<file path="config.mk">
export PLATFORM = sky130hd
export DESIGN_NAME = p405s_dtlb_dsrefillctl
export DESIGN_NICKNAME = d
export VERILOG_FILES = /design/src/rtl/p405s_dtlb_dsrefillctl.sv
export SDC_FILE = /design/constraint.sdc
export NUM_CORES = 1
export LEC_CHECK = 0
export ABC_AREA = 0
export BUFFER_PORTS_ARGS = -buffer_cell sky130_fd_sc_hd__buf_2
export CORE_UTILIZATION = 57
export DETAILED_ROUTE_END_ITERATION = 7
export GPL_ROUTABILITY_DRIVEN = 0
export HOLD_SLACK_MARGIN = 0.06
export PLACE_DENSITY = 0.86
export SLEW_MARGIN = 20
export SYNTH_ARGS = -nofsm -noshare
export SYNTH_HDL_FRONTEND = slang
export SYNTH_SLANG_ARGS = --single-unit
</file>
<file path="constraint.sdc">
create_clock -name CB -period 5 [get_ports CB]
set_input_delay 1 -clock CB [delete_from_list [all_inputs] [get_ports CB]]
set_output_delay 1 -clock CB [all_outputs]
set_load 0.02 [all_outputs]
</file>
<file path="src/rtl/p405s_dtlb_dsrefillctl.sv">
// Data-side shadow TLB refill / invalidate sequencer.
// A data-side lookup that hits no shadow word is a miss. On a miss the
// sequencer requests a translation from the UTLB, picks a victim word and
// strobes that word for one load cycle. It keeps a valid bit per word and
// broadcasts invalidate on context-synchronising requests. All outputs come
// from registers, except victimIdx while idle, which shows the live candidate.
module p405s_dtlb_dsrefillctl #(
  parameter int NUM_WORDS = 4,
  parameter int IDX_W     = 2
) (
  input  logic                 CB,
  input  logic                 Reset_N,
  input  logic                 dsLookupVal,
  input  logic [NUM_WORDS-1:0] wordHit,
  input  logic                 invalidateReq,
  input  logic                 utlbAck,
  input  logic                 utlbFault,
  output logic                 utlbReq,
  output logic                 dsHold,
  output logic [NUM_WORDS-1:0] WordSel_N,
  output logic                 rdNotWrt,
  output logic                 invalidate,
  output logic                 dsFault,
  output logic                 multiHit,
  output logic [IDX_W-1:0]     victimIdx
);

  typedef enum logic [2:0] {
    S_IDLE,
    S_REQ,
    S_LOAD,
    S_RETRY,
    S_INVAL
  } state_t;

  state_t               state;
  state_t               state_nxt;
  logic [NUM_WORDS-1:0] valid;
  logic [IDX_W-1:0]     rr;
  logic [IDX_W-1:0]     rr_inc;
  logic [IDX_W-1:0]     victim;
  logic [IDX_W-1:0]     cand;
  logic                 miss;
  logic                 multi;

  // A lookup with no hit at all. It only matters while idle.
  assign miss  = dsLookupVal & ~|wordHit;
  // Two or more words claiming the same EA is an array consistency error.
  assign multi = dsLookupVal & ($countones(wordHit) > 1);

  // Round-robin pointer advance. It wraps explicitly, so the pointer never
  // reaches an unused index when NUM_WORDS is not a power of two.
  assign rr_inc = (rr == IDX_W'(NUM_WORDS - 1)) ? '0 : rr + 1'b1;

  // Victim candidate: the lowest-index empty word, or the round-robin word
  // when every word is valid.
  always_comb begin
    // NOTE: every variable assigned in always_comb gets a default first, so
    // no path through the block leaves it holding its old value (a latch).
    cand = rr;
    for (int i = NUM_WORDS - 1; i >= 0; i--) begin
      if (!valid[i]) cand = IDX_W'(i);
    end
  end

  // Next-state rules. An invalidate request overrides everything else. A
  // UTLB fault wins over a simultaneous ack.
  always_comb begin
    state_nxt = state;
    if (invalidateReq) begin
      state_nxt = S_INVAL;
    end else begin
      case (state)
        S_IDLE:  if (miss) state_nxt = S_REQ;
        S_REQ: begin
          if (utlbFault)    state_nxt = S_IDLE;
          else if (utlbAck) state_nxt = S_LOAD;
        end
        S_LOAD:  state_nxt = S_RETRY;
        S_RETRY: state_nxt = S_IDLE;
        S_INVAL: state_nxt = S_IDLE;
        default: state_nxt = S_IDLE;
      endcase
    end
  end

  // State, word bookkeeping, and registered outputs decoded from the next state.
  always_ff @(posedge CB or negedge Reset_N) begin
    if (!Reset_N) begin
      state      <= S_IDLE;
      valid      <= '0;
      rr         <= '0;
      victim     <= '0;
      utlbReq    <= 1'b0;
      dsHold     <= 1'b0;
      WordSel_N  <= '1;
      rdNotWrt   <= 1'b1;
      invalidate <= 1'b0;
      dsFault    <= 1'b0;
      multiHit   <= 1'b0;
    end else begin
      // NOTE: clocked state uses non-blocking assignments only. Every
      // right-hand side then reads the value from before this edge, which
      // is what the hardware flops do.
      state <= state_nxt;

      case (state)
        // Freeze the victim when a miss is accepted. An invalidate in the
        // same cycle cancels the miss.
        S_IDLE: if (miss && !invalidateReq) victim <= cand;
        // The load always completes, even when an invalidate follows.
        S_LOAD: begin
          valid[victim] <= 1'b1;
          if (victim == rr) rr <= rr_inc;
        end
        S_INVAL: begin
          valid <= '0;
          rr    <= '0;
        end
        default: ;
      endcase

      utlbReq    <= (state_nxt == S_REQ);
      dsHold     <= (state_nxt != S_IDLE);
      rdNotWrt   <= (state_nxt != S_LOAD);
      invalidate <= (state_nxt == S_INVAL);
      WordSel_N  <= (state_nxt == S_LOAD) ? ~(NUM_WORDS'(1) << victim) : '1;
      dsFault    <= (state == S_REQ) && utlbFault && !invalidateReq;
      multiHit   <= multi;
    end
  end

  // While idle, show the word a miss would pick this cycle. Otherwise show
  // the word that was frozen for the refill in flight.
  assign victimIdx = (state == S_IDLE) ? cand : victim;

endmodule

</file>
# Word-level counts from Yosys, hierarchy flattened
# Index checks and enable logic that the tools add are counted.
# totals
elab_cells,62
out_inout_bits,12
register_bits,21
input_bits,10
# op_classes
add_sub_neg,4
n_reduce_logical,12
shifts,1
n_eq_ne,10
mux,17
bitwise,4
magnitude_cmp,3
# ops
operator,count
2-bit two-way mux,7
3-bit two-way mux,4
3-bit one-hot mux with 3 select lines,1
4-bit one-hot mux with 2 select lines,1
3-bit by 1-bit equality test with 1-bit output (second input constant),2
3-bit by 2-bit equality test with 1-bit output (second input constant),2
3-bit equality test (second input constant),2
1-bit by 1-bit adder with 2-bit output,2
1-bit logical AND,4
4-bit two-way mux,1
4-bit NOT,1
4-bit bitwise OR,1
2-bit one-hot mux with 2 select lines,1
2-bit AND reduction,2
4-bit OR reduction,1
1-bit by 2-bit left shift with 4-bit output (first input constant),1
2-bit by 2-bit adder with 3-bit output,1
3-bit by 1-bit greater-than comparator with 1-bit output (second input constant),1
3-bit zero test,1
2-bit by 3-bit < comparator with 1-bit output (second input constant),1
3-bit by 2-bit inequality test with 1-bit output (second input constant),1
3-bit nonzero test,1
2-bit by 1-bit adder with 2-bit output (second input constant),1
1-bit AND,2
8 further kinds,9

# Depth between registers and ports, before layout
# Gate-level depths: netlist of run 1.
# logic_depth
word_depth,8
mapped_depth,5
mapped_depth_nobuf,5

# Least setup slack after synthesis of run 1
# No wires, ideal clock.
# synth_timing
path_type,register to output
startpoint,reg state[0]
endpoint,out victimIdx[0]
t_required_ps,4000
path_slack_ps,2478
arrival_ps,1522
stages_incl_launch_ff,5
path_buffers,2
path_cell_list,dfrtp_1 > buf_6 > or3_4 > buf_6 > o31ai_1
# synth_via
elab_chain_cells,2
# synth_rtl
item,line,rtl
from (decl),36,state_t state;
from (signal assigned),105,state <= state_nxt;
3-bit zero test,135,assign victimIdx = (state == S_IDLE) ? cand : victim;
2-bit two-way mux,135,
to (decl),25,output logic [IDX_W-1:0] victimIdx
# No other way between the ends.

# Worst setup path after layout of run 1
# layout_timing
startpoint,reg state[1]
endpoint,out victimIdx[0]
# Same word-level chain as after synthesis.

==> results.toml, run 1 <==
[clock_tree]
cts_hold_buf = 0
clk_pin_slew_ns = 0.10
cts_buffers = 3
clk_path_buf_depth = 2
cts_setup_buffers = 0
cts_resized = 0
insertion_delay_ns = 0.31
cts_max_level = 1
root_buffer = "clkbuf_4"
cts_tree = "yes"
clock_sinks = 21

[route]
drt-total-wl_um = 1955
wl_per_cell_um = 13.77
drtAntennaViolNets = 0
via_per_inst = 5.866
via_count = 833
dr.pass1.iters = 4
drc = 0
first_iter_violations = 21

[timing]
period_needed_ns = 2.743
tightest_slew_ns = 0.4448
hold_violations = 0
finalMaxSlewViolations = 0
rsz0062_at_grt = "no"
setup_slack_ns = 2.257
max_freq_mhz = 364.6
relSlewSlack = 0.7035
setup_tns_ns = 0
fin_worst_skew_ns = 0.007146
fin_crit_sh = 0.5486
setup_viol = 0

[worst_setup_path]
crit_type = "register to primary output"
required_ns = 4.00
cp_max_fo = 15
crit_arrival_ns = 1.74
cp-start-kind = "register"
worstSetupEndpointType = "primary output"
rr_worst_depth = 3

[synthesis]
avgSynthCellArea_um2 = 10.74
yosysMostFrequentCell = "dfrtp_1"
syn_nets = 113
async_reset_ff_frac = 1.000
ys_seq_area_frac = 0.4953
synth_cell_type_count = 41
ys_ff_latch = 21
synth_commonest_cells = "dfrtp_1, clkbuf_1, inv_1, nand2_1"
synth_edf_count = 0
synth.top_cell.area_share = 0.3730
yosys_warnings = 0
synthCells = 100
synth_flop_cell = "dfrtp_1"
synth_area_leader_cell = "dfrtp_1"
synthTopCellsByArea = "dfrtp_1, dfstp_2, a22o_1"
synth_area_um2 = 1074

[layout]
final_nets = 131
drive_gt1_frac = 0.2991
insertedDiodeCount = 0
fillers = 145
area_growth_syn_to_layout_pct = 11.07
multi_input_comb_area_um2 = 474.2
ff_latch_area_um2 = 531.8

[grt]
grt_first_pass_wirelength_um = 3243
grt_use_total = 0.2284
grt_antenna_before_repair = 0
grt_overflow = 0
grt_max_degree = 22
grt_pass1_vias = 754

[power_and_ir_drop]
ir_drop_mv = 0.2183
pwr-share-seq = 0.617
powerDensity_nw_per_um2 = 244.0
switching_share = 0.2585
p_leak_nw = 0.5683
p_int_mw = 0.2157
power.share.combinational = 0.110
power_mw = 0.2910
p_switching_mw = 0.07523
p_clk_frac = 0.273

[floorplanning]
die_h_um = 45.40
fp.dieW_um = 45.40
die-area_um2 = 2061
ios = 22
core_um2 = 1745
rows = 15
start_util = 0.6151

[status]
status = "completed"

[hold_path]
hp-class = "register to register"
whs_path_depth = 2

[place]
dp_slack_ns = 2.593
io_buffers = 21
dp_hpwl_um = 1469

[run]
maxCapViolCount = 0
[cells by family (layout without fill, tap and decap cells)]
kind of cell    after synthesis  count (layout)  synth area share
buf+inv                      14              31           0.06293
fa+ha+maj                     3               3           0.04196
simple gates                 37              37            0.2203
compound gates               22              22            0.1539
flops                        21              21            0.4953
xor+xnor                      2               2           0.01632
mux                           1               1          0.009324
[final timing paths]
kind                                end  startpoint  slack (ns)
min                            valid[2]    valid[2]        0.55
max in group asynchronous  WordSel_N[1]     Reset_N        4.05
min reg2reg                    valid[2]    valid[2]        0.55
max reg2reg                       rr[1]    state[1]        3.21
min in group asynchronous    invalidate     Reset_N        0.62
max                        victimIdx[0]    state[1]        2.26
[critical path: stages, from the launching register on]
cell and delay (ns):
dfrtp_1 0.54, or3_4 0.47, o31ai_1 0.23, buf_2 0.21
[final cells by class]
type	instances	share of cell area
inverters	6	0.01889
flip-flops and latches	21	0.4460
multi-input cells	65	0.3977
clock buffers	3	0.01889
clock inverters	1	0.004197
repair buffers	21	0.08814
well taps	25	0.02623
[power by group through the flow]
| stage | Clock [mW] | Combinational, mW | Sequential, mW |
|---|---|---|---|
| after floorplan | 0 | 0.0217 | 0.180 |
| after global placement | 0 | 0.0310 | 0.182 |
| after detailed placement | 0 | 0.0323 | 0.182 |
| after CTS | 0.0822 | 0.0323 | 0.179 |
| after global routing | 0.0891 | 0.0359 | 0.180 |
| final | 0.0793 | 0.0321 | 0.180 |
[registers in the layout (all words and copies together) (netlist names)]
signal and count:
utlbReq 1, state 3, rr 2, dsHold 1
victim 2, dsFault 1, rdNotWrt 1, valid 4
multiHit 1, invalidate 1, WordSel_N 4
[metrics by stage]
stage | hold WS [ns] | utilization | instances | area (µm²)
2_1_floorplan | 0.4802 | - | 100 | 1074
3_3_place_gp | 0.5069 | 0.6674 | 138 | 1165
3_5_place_dp | 0.5095 | 0.6674 | 138 | 1165
4_1_cts | 0.5365 | 0.6832 | 142 | 1192
5_1_grt | 0.5884 | 0.6832 | 142 | 1192
6_report | 0.5473 | 0.6832 | 142 | 1192
[layout by cell type (no fill, tap or decap), drive strengths merged, types with 2 or more instances in the layout]
cell type	count
a211o	2
a22o	3
a31o	2
buf	21
clkbuf	3
dfrtp	16
dfstp	5
ha	2
inv	6
nand2	6
nand2b	2
nand3	3
nor2	5
nor3	4
nor4b	2
nor4bb	2
o211ai	2
o21ai	4
o31ai	3
or3	2
or3b	2
[per-layer routing]
metal | up-vias | global-route usage | share of wire
met5 | - | 0 | 0
met4 | 0 | 0.07273 | 0.013
met3 | 4 | 0.07540 | 0.065
met2 | 33 | 0.3800 | 0.49
met1 | 399 | 0.2789 | 0.43
li1 | 397 | - | -
Power figures use the tool's default switching activity.
==> inputs of run 2 (changes only) <==
--- a/config.mk
+++ b/config.mk
@@ -7,11 +7,11 @@
 export LEC_CHECK = 0
 export ABC_AREA = 0
 export BUFFER_PORTS_ARGS = -buffer_cell sky130_fd_sc_hd__buf_2
-export CORE_UTILIZATION = 57
+export CORE_UTILIZATION = 53
 export DETAILED_ROUTE_END_ITERATION = 7
 export GPL_ROUTABILITY_DRIVEN = 0
 export HOLD_SLACK_MARGIN = 0.06
-export PLACE_DENSITY = 0.86
+export PLACE_DENSITY = 0.82
 export SLEW_MARGIN = 20
 export SYNTH_ARGS = -nofsm -noshare
 export SYNTH_HDL_FRONTEND = slang
==> constraint.sdc (replaced) <==
create_clock -name CB -period 2.8 [get_ports CB]
set_input_delay 0.56 -clock CB [delete_from_list [all_inputs] [get_ports CB]]
set_output_delay 0.56 -clock CB [all_outputs]
set_load 0.02 [all_outputs]
==> run 2 against run 1 <==
  * Clock power up 82%
  * Die area up 7.2%
  * Clock-buffer cell count up 1
  * Hold slack worse by 0.36 ns
  * Wire length up 2.4%
  * Utilization down 2.9 points
  * Worst setup slack worse by 1.8 ns
  * Critical path depth unchanged
  * Power up 79%
  * Via count down 1.9%
  * First-iteration DRC count down 4.8%
==> results.toml, run 2 (synthesis gave the netlist of run 1 again) <==
[status]
status = "completed"

[timing]
setup_tns_ns = 0
max_freq_mhz = 433.6
fin_worst_skew_ns = 0.006372
finalMaxSlewViolations = 0
fin_crit_sh = 0.8237
tightest_slew_ns = 0.4594
holdWs_ns = 0.1847
period_needed_ns = 2.306
rsz0062_at_grt = "no"
hold_violations = 0
setup_viol = 0
relSlewSlack = 0.6926
setup_slack_ns = 0.4936

[worst_setup_path]
crit_chain = "or3_4 -> o31ai_1 -> buf_2"
worstSetupEndpointType = "primary output"
required_ns = 2.24
crit_start = "state[1]"
slowest_delay_ns = 0.55
crit_type = "register to primary output"
cp_slowest_cell = "dfrtp_1"
cp-start-kind = "register"
cp_max_fo = 15
crit_arrival_ns = 1.75
regToRegStartpoint = "state[1]"
ff2ff_setup_slack_ns = 0.98

[layout]
drive_gt1_frac = 0.2906
final_cell_mix = "buf_2, dfrtp_1, inv_1, nand2_1"
reg.largest.list = "WordSel_N (4), valid (4), state (3)"
finish.utilization = 0.6543
final_nets = 131
final_common_cell = "buf_2"
area_growth_syn_to_layout_pct = 10.96
fillers = 147
insertedDiodeCount = 0

[route]
via_per_inst = 5.754
drtAntennaViolNets = 0
drt-total-wl_um = 2002
first_iter_violations = 20
dr.pass1.iters = 4
drc = 0
via_count = 817
wl_per_cell_um = 14.10

[floorplanning]
die-area_um2 = 2209
fp.dieW_um = 47.01
core_um2 = 1821
rows = 15
ios = 22
start_util = 0.5897
die_h_um = 47.01

[clock_tree]
clock_sinks = 21
cts_max_level = 1
cts_buffers = 3
cts_resized = 0
clk_path_buf_depth = 2
root_buffer = "clkbuf_4"
cts_hold_buf = 0
insertion_delay_ns = 0.30
cts_setup_buffers = 0
clk_pin_slew_ns = 0.12
cts_tree = "yes"

[grt]
grt_pass1_vias = 733
grt_use_total = 0.2195
grt_max_degree = 22
grt_overflow = 0
grt_first_pass_wirelength_um = 3353
grt_antenna_before_repair = 0

[power_and_ir_drop]
pwr-share-seq = 0.615
ir_drop_mv = 0.2707
power_mw = 0.5217
p_switching_mw = 0.1345
p_clk_frac = 0.275
switching_share = 0.2578
power.share.combinational = 0.110
p_leak_nw = 0.5656
p_int_mw = 0.3872
powerDensity_nw_per_um2 = 438.0

[place]
io_buffers = 21
dp_hpwl_um = 1460
dp_slack_ns = 0.8238

[run]
maxCapViolCount = 0

[hold_path]
hp-class = "input port to asynchronous set/reset pin"
==> run 2: changes by cell type in the layout (fill, tap and decap cells not counted), sizes merged <==
cell    before  now
clkbuf       3    4
clkinv       1    0
==> run 2: layer usage <==
layer  up-vias  global-route usage  part of all wire  wire length, µm
met4         0             0.07429            0.0060               12
met1       385              0.3218              0.45              904
met5         -                   0                 0                0
met2        36              0.3278              0.48              962
met3         2             0.04231             0.061              122
li1        394                   -                 -                -
==> run 2: critical path: cells and delay by family, from the launching register on <==
kind,cells,cell delay [ns]
buf+inv,1,0.21
compound gates,1,0.22
simple gates,1,0.47
flops,1,0.55
==> run 2: stage by stage <==
| stage | cell area [µm²] | cells |
|---|---|---|
| global placement | 1165 | 138 |
| finish | 1191 | 142 |
| detailed placement | 1165 | 138 |
| CTS | 1191 | 142 |
| global route | 1191 | 142 |
| floorplan | 1074 | 100 |
==> run 2: path summary, 6_finish.rpt <==
check | end | cells past startpoint
hold / removal | invalidate | 1
setup / recovery | victimIdx[0] | 3
max in group asynchronous | WordSel_N[2] | 1
hold reg to reg | valid[2] | 2
min in group CB | invalidate | 1
setup reg to reg | rr[1] | 3
==> run 2: power groups by stage <==
stage	clock network [mW]	registers, mW	logic (mW)
global placement	0	0.326	0.0560
CTS	0.143	0.320	0.0580
floorplan	0	0.321	0.0387
detailed placement	0	0.326	0.0580
global route	0.155	0.323	0.0653
finish	0.144	0.321	0.0574
==> run 2: cell type report <==
type,count,area [µm²],area share
Sequential cell,21,531.8,0.4464
Tap cell,25,31.28,0.02626
Clock buffer,4,26.28,0.02206
Timing Repair Buffer,21,105.1,0.08824
Multi-Input combinational cell,65,474.2,0.3981
Inverter,6,22.52,0.01891
==> inputs of run 3 (changes only) <==
--- a/config.mk
+++ b/config.mk
@@ -5,13 +5,13 @@
 export SDC_FILE = /design/constraint.sdc
 export NUM_CORES = 1
 export LEC_CHECK = 0
-export ABC_AREA = 0
+export ABC_AREA = 1
 export BUFFER_PORTS_ARGS = -buffer_cell sky130_fd_sc_hd__buf_2
-export CORE_UTILIZATION = 53
+export CORE_UTILIZATION = 52
 export DETAILED_ROUTE_END_ITERATION = 7
 export GPL_ROUTABILITY_DRIVEN = 0
 export HOLD_SLACK_MARGIN = 0.06
-export PLACE_DENSITY = 0.82
+export PLACE_DENSITY = 0.81
 export SLEW_MARGIN = 20
 export SYNTH_ARGS = -nofsm -noshare
 export SYNTH_HDL_FRONTEND = slang
==> constraint.sdc (replaced) <==
create_clock -name CB -period 2.2 [get_ports CB]
set_input_delay 0.44 -clock CB [delete_from_list [all_inputs] [get_ports CB]]
set_output_delay 0.44 -clock CB [all_outputs]
set_load 0.02 [all_outputs]
==> run 3 against run 2 <==
  * Global-route usage shrank 0.86 points
  * Register-to-register slack hardly changed
  * Worst setup slack worse by 0.15 ns
  * Via count grew 2.9%
  * Utilization rose by 0.68 points
  * Die area is 1.1% lower
  * Largest cell class unchanged
==> results.toml, run 3 <==
[place]
dp_hpwl_um = 1486
place_area_um2 = 1165
dp_cells = 163
io_buffers = 21
dp_slack_ns = 0.6807

[floorplanning]
core_um2 = 1802
die-area_um2 = 2185
rows = 15
die_h_um = 46.74
ios = 22
fp.dieW_um = 46.74
start_util = 0.5778

[synthesis]
synth_commonest_cells = "nand2_1, dfrtp_1, inv_1"
yosys_warnings = 0
synth_flop_cell = "dfrtp_1"
syn_nets = 133
ys_ff_latch = 21
synth_area_um2 = 1041
yosysMostFrequentCell = "nand2_1"
async_reset_ff_frac = 1.000
synth.top_cell.area_share = 0.3846
synthTopCellsByArea = "dfrtp_1, dfstp_2, nand2_1"
synth_edf_count = 0
synth_area_leader_cell = "dfrtp_1"
synthCells = 120
synth_cell_type_count = 22
ys_seq_area_frac = 0.5108
avgSynthCellArea_um2 = 8.675

[route]
first_iter_violations = 32
dr.pass1.iters = 4
drtAntennaViolNets = 0
via_count = 841
drt-total-wl_um = 1870
drc = 0
wl_per_cell_um = 11.20
via_per_inst = 5.036

[worst_setup_path]
crit_arrival_ns = 1.41
ff2ff_setup_slack_ns = 0.97
cp_slowest_cell = "dfrtp_1"
rr_worst_depth = 4
critical_path_depth = 4
reg2reg_to = "rr[0]"
cp_num_buf_inv = 2
slowest_delay_ns = 0.49
crit_type = "register to primary output"
worstSetupEndpointType = "primary output"
cp_top_family = "flip-flops"
cp-start-kind = "register"
crit_end = "victimIdx[0]"
crit_start = "state[1]"
required_ns = 1.76
cp_max_fo = 5
regToRegStartpoint = "state[1]"
crit_chain = "inv_2 -> nand3_2 -> o21ai_0 -> buf_2"

[power_and_ir_drop]
pwr-share-seq = 0.626
switching_share = 0.2386
power.share.combinational = 0.085
p_leak_nw = 0.6069
p_clk_frac = 0.289
ir_drop_mv = 0.3408
p_int_mw = 0.4789
powerDensity_nw_per_um2 = 528.1
p_switching_mw = 0.1501

[clock_tree]
insertion_delay_ns = 0.30
clk_pin_slew_ns = 0.11
cts_setup_buffers = 0
clock_sinks = 21
clk_path_buf_depth = 2
cts_hold_buf = 0
cts_buffers = 3
cts_tree = "yes"
cts_max_level = 1
cts_resized = 0
root_buffer = "clkbuf_4"

[layout]
drive_gt1_frac = 0.2887
reg.largest.list = "WordSel_N (4), valid (4), state (3)"
stdcell_count = 167
insertedDiodeCount = 0
area_growth_syn_to_layout_pct = 14.42
fillers = 149
final_common_cell = "nand2_1"
final_nets = 156
design_area_um2 = 1191
final_cell_mix = "nand2_1, buf_2, inv_1, dfrtp_1, nor2_1"

[grt]
grt_first_pass_wirelength_um = 3229
grt_max_degree = 22
grt_antenna_before_repair = 0
grt_use_total = 0.2110
grt_overflow = 0
grt_pass1_vias = 796

[timing]
finalMaxSlewViolations = 0
setup_tns_ns = 0
setup_slack_ns = 0.3471
max_freq_mhz = 539.7
rsz0062_at_grt = "no"
fin_crit_sh = 0.8422
tightest_slew_ns = 0.4364
relSlewSlack = 0.7091
hold_violations = 0
fin_worst_skew_ns = 0.004235
setup_viol = 0
period_needed_ns = 1.853

[hold_path]
hp-class = "input port to asynchronous set/reset pin"

[run]
maxCapViolCount = 0

[status]
status = "completed"
==> run 3: cell types whose count changed in the layout (fill, tap and decap cells not counted), sizes merged, moves of 3 or more <==
cell	change
nand3	+11
a22o	-3
nor2	+14
a21oi	+5
nand2	+20
o31ai	-3
nor3	-3
inv	+13
==> run 3: cell families after synthesis <==
group / Yosys count / share of synthesized area
AND/OR/NAND/NOR: 61 / 0.2861
XOR/XNOR: 1 / 0.008415
AO/OA/AOI/OAI: 12 / 0.07091
adder cells (fa/ha/maj): 3 / 0.04327
flip-flops: 21 / 0.5108
buffers and inverters: 22 / 0.08053
==> run 3: how the worst min path moves through the flow <==
stage / from / end / slack [ns]
global placement: Reset_N / dsHold / 0.41
CTS: Reset_N / dsHold / 0.08
finish: Reset_N / valid[1] / 0.06
global route: Reset_N / dsHold / 0.08
detailed placement: Reset_N / dsHold / 0.41
floorplan: Reset_N / dsFault / 0.14
==> run 3: layout make-up <==
class | instances | area (µm²) | area share
inverter | 19 | 71.32 | 0.05987
sequential | 21 | 531.8 | 0.4464
clock buffer | 4 | 26.28 | 0.02206
tap | 25 | 31.28 | 0.02626
multi-input combinational | 77 | 425.4 | 0.3571
timing repair buffer | 21 | 105.1 | 0.08824
==> run 3: power groups by stage <==
| stage | clock network [mW] | registers (mW) | logic, mW |
|---|---|---|---|
| 3_5_place_dp | 0 | 0.401 | 0.0547 |
| 2_1_floorplan | 0 | 0.405 | 0.0225 |
| 3_3_place_gp | 0 | 0.401 | 0.0517 |
| 6_report | 0.182 | 0.394 | 0.0537 |
| 5_1_grt | 0.201 | 0.395 | 0.0620 |
| 4_1_cts | 0.184 | 0.394 | 0.0548 |
==> run 3: per-layer routing <==
metal	track usage	vias up	share of wire
met5	0	-	0
met4	0.09143	0	0.012
met3	0.03846	4	0.045
met2	0.3611	35	0.50
met1	0.2604	384	0.44
li1	-	418	-
==> run 3: per-stage QoR <==
step / total power [mW] / util / hold slack, ns
6_report: 0.6290 / 0.6611 / 0.06429
3_3_place_gp: 0.4523 / 0.6465 / 0.4072
2_1_floorplan: 0.4279 / - / 0.1444
4_1_cts: 0.6327 / 0.6611 / 0.08104
3_5_place_dp: 0.4555 / 0.6465 / 0.4101
5_1_grt: 0.6576 / 0.6611 / 0.08219
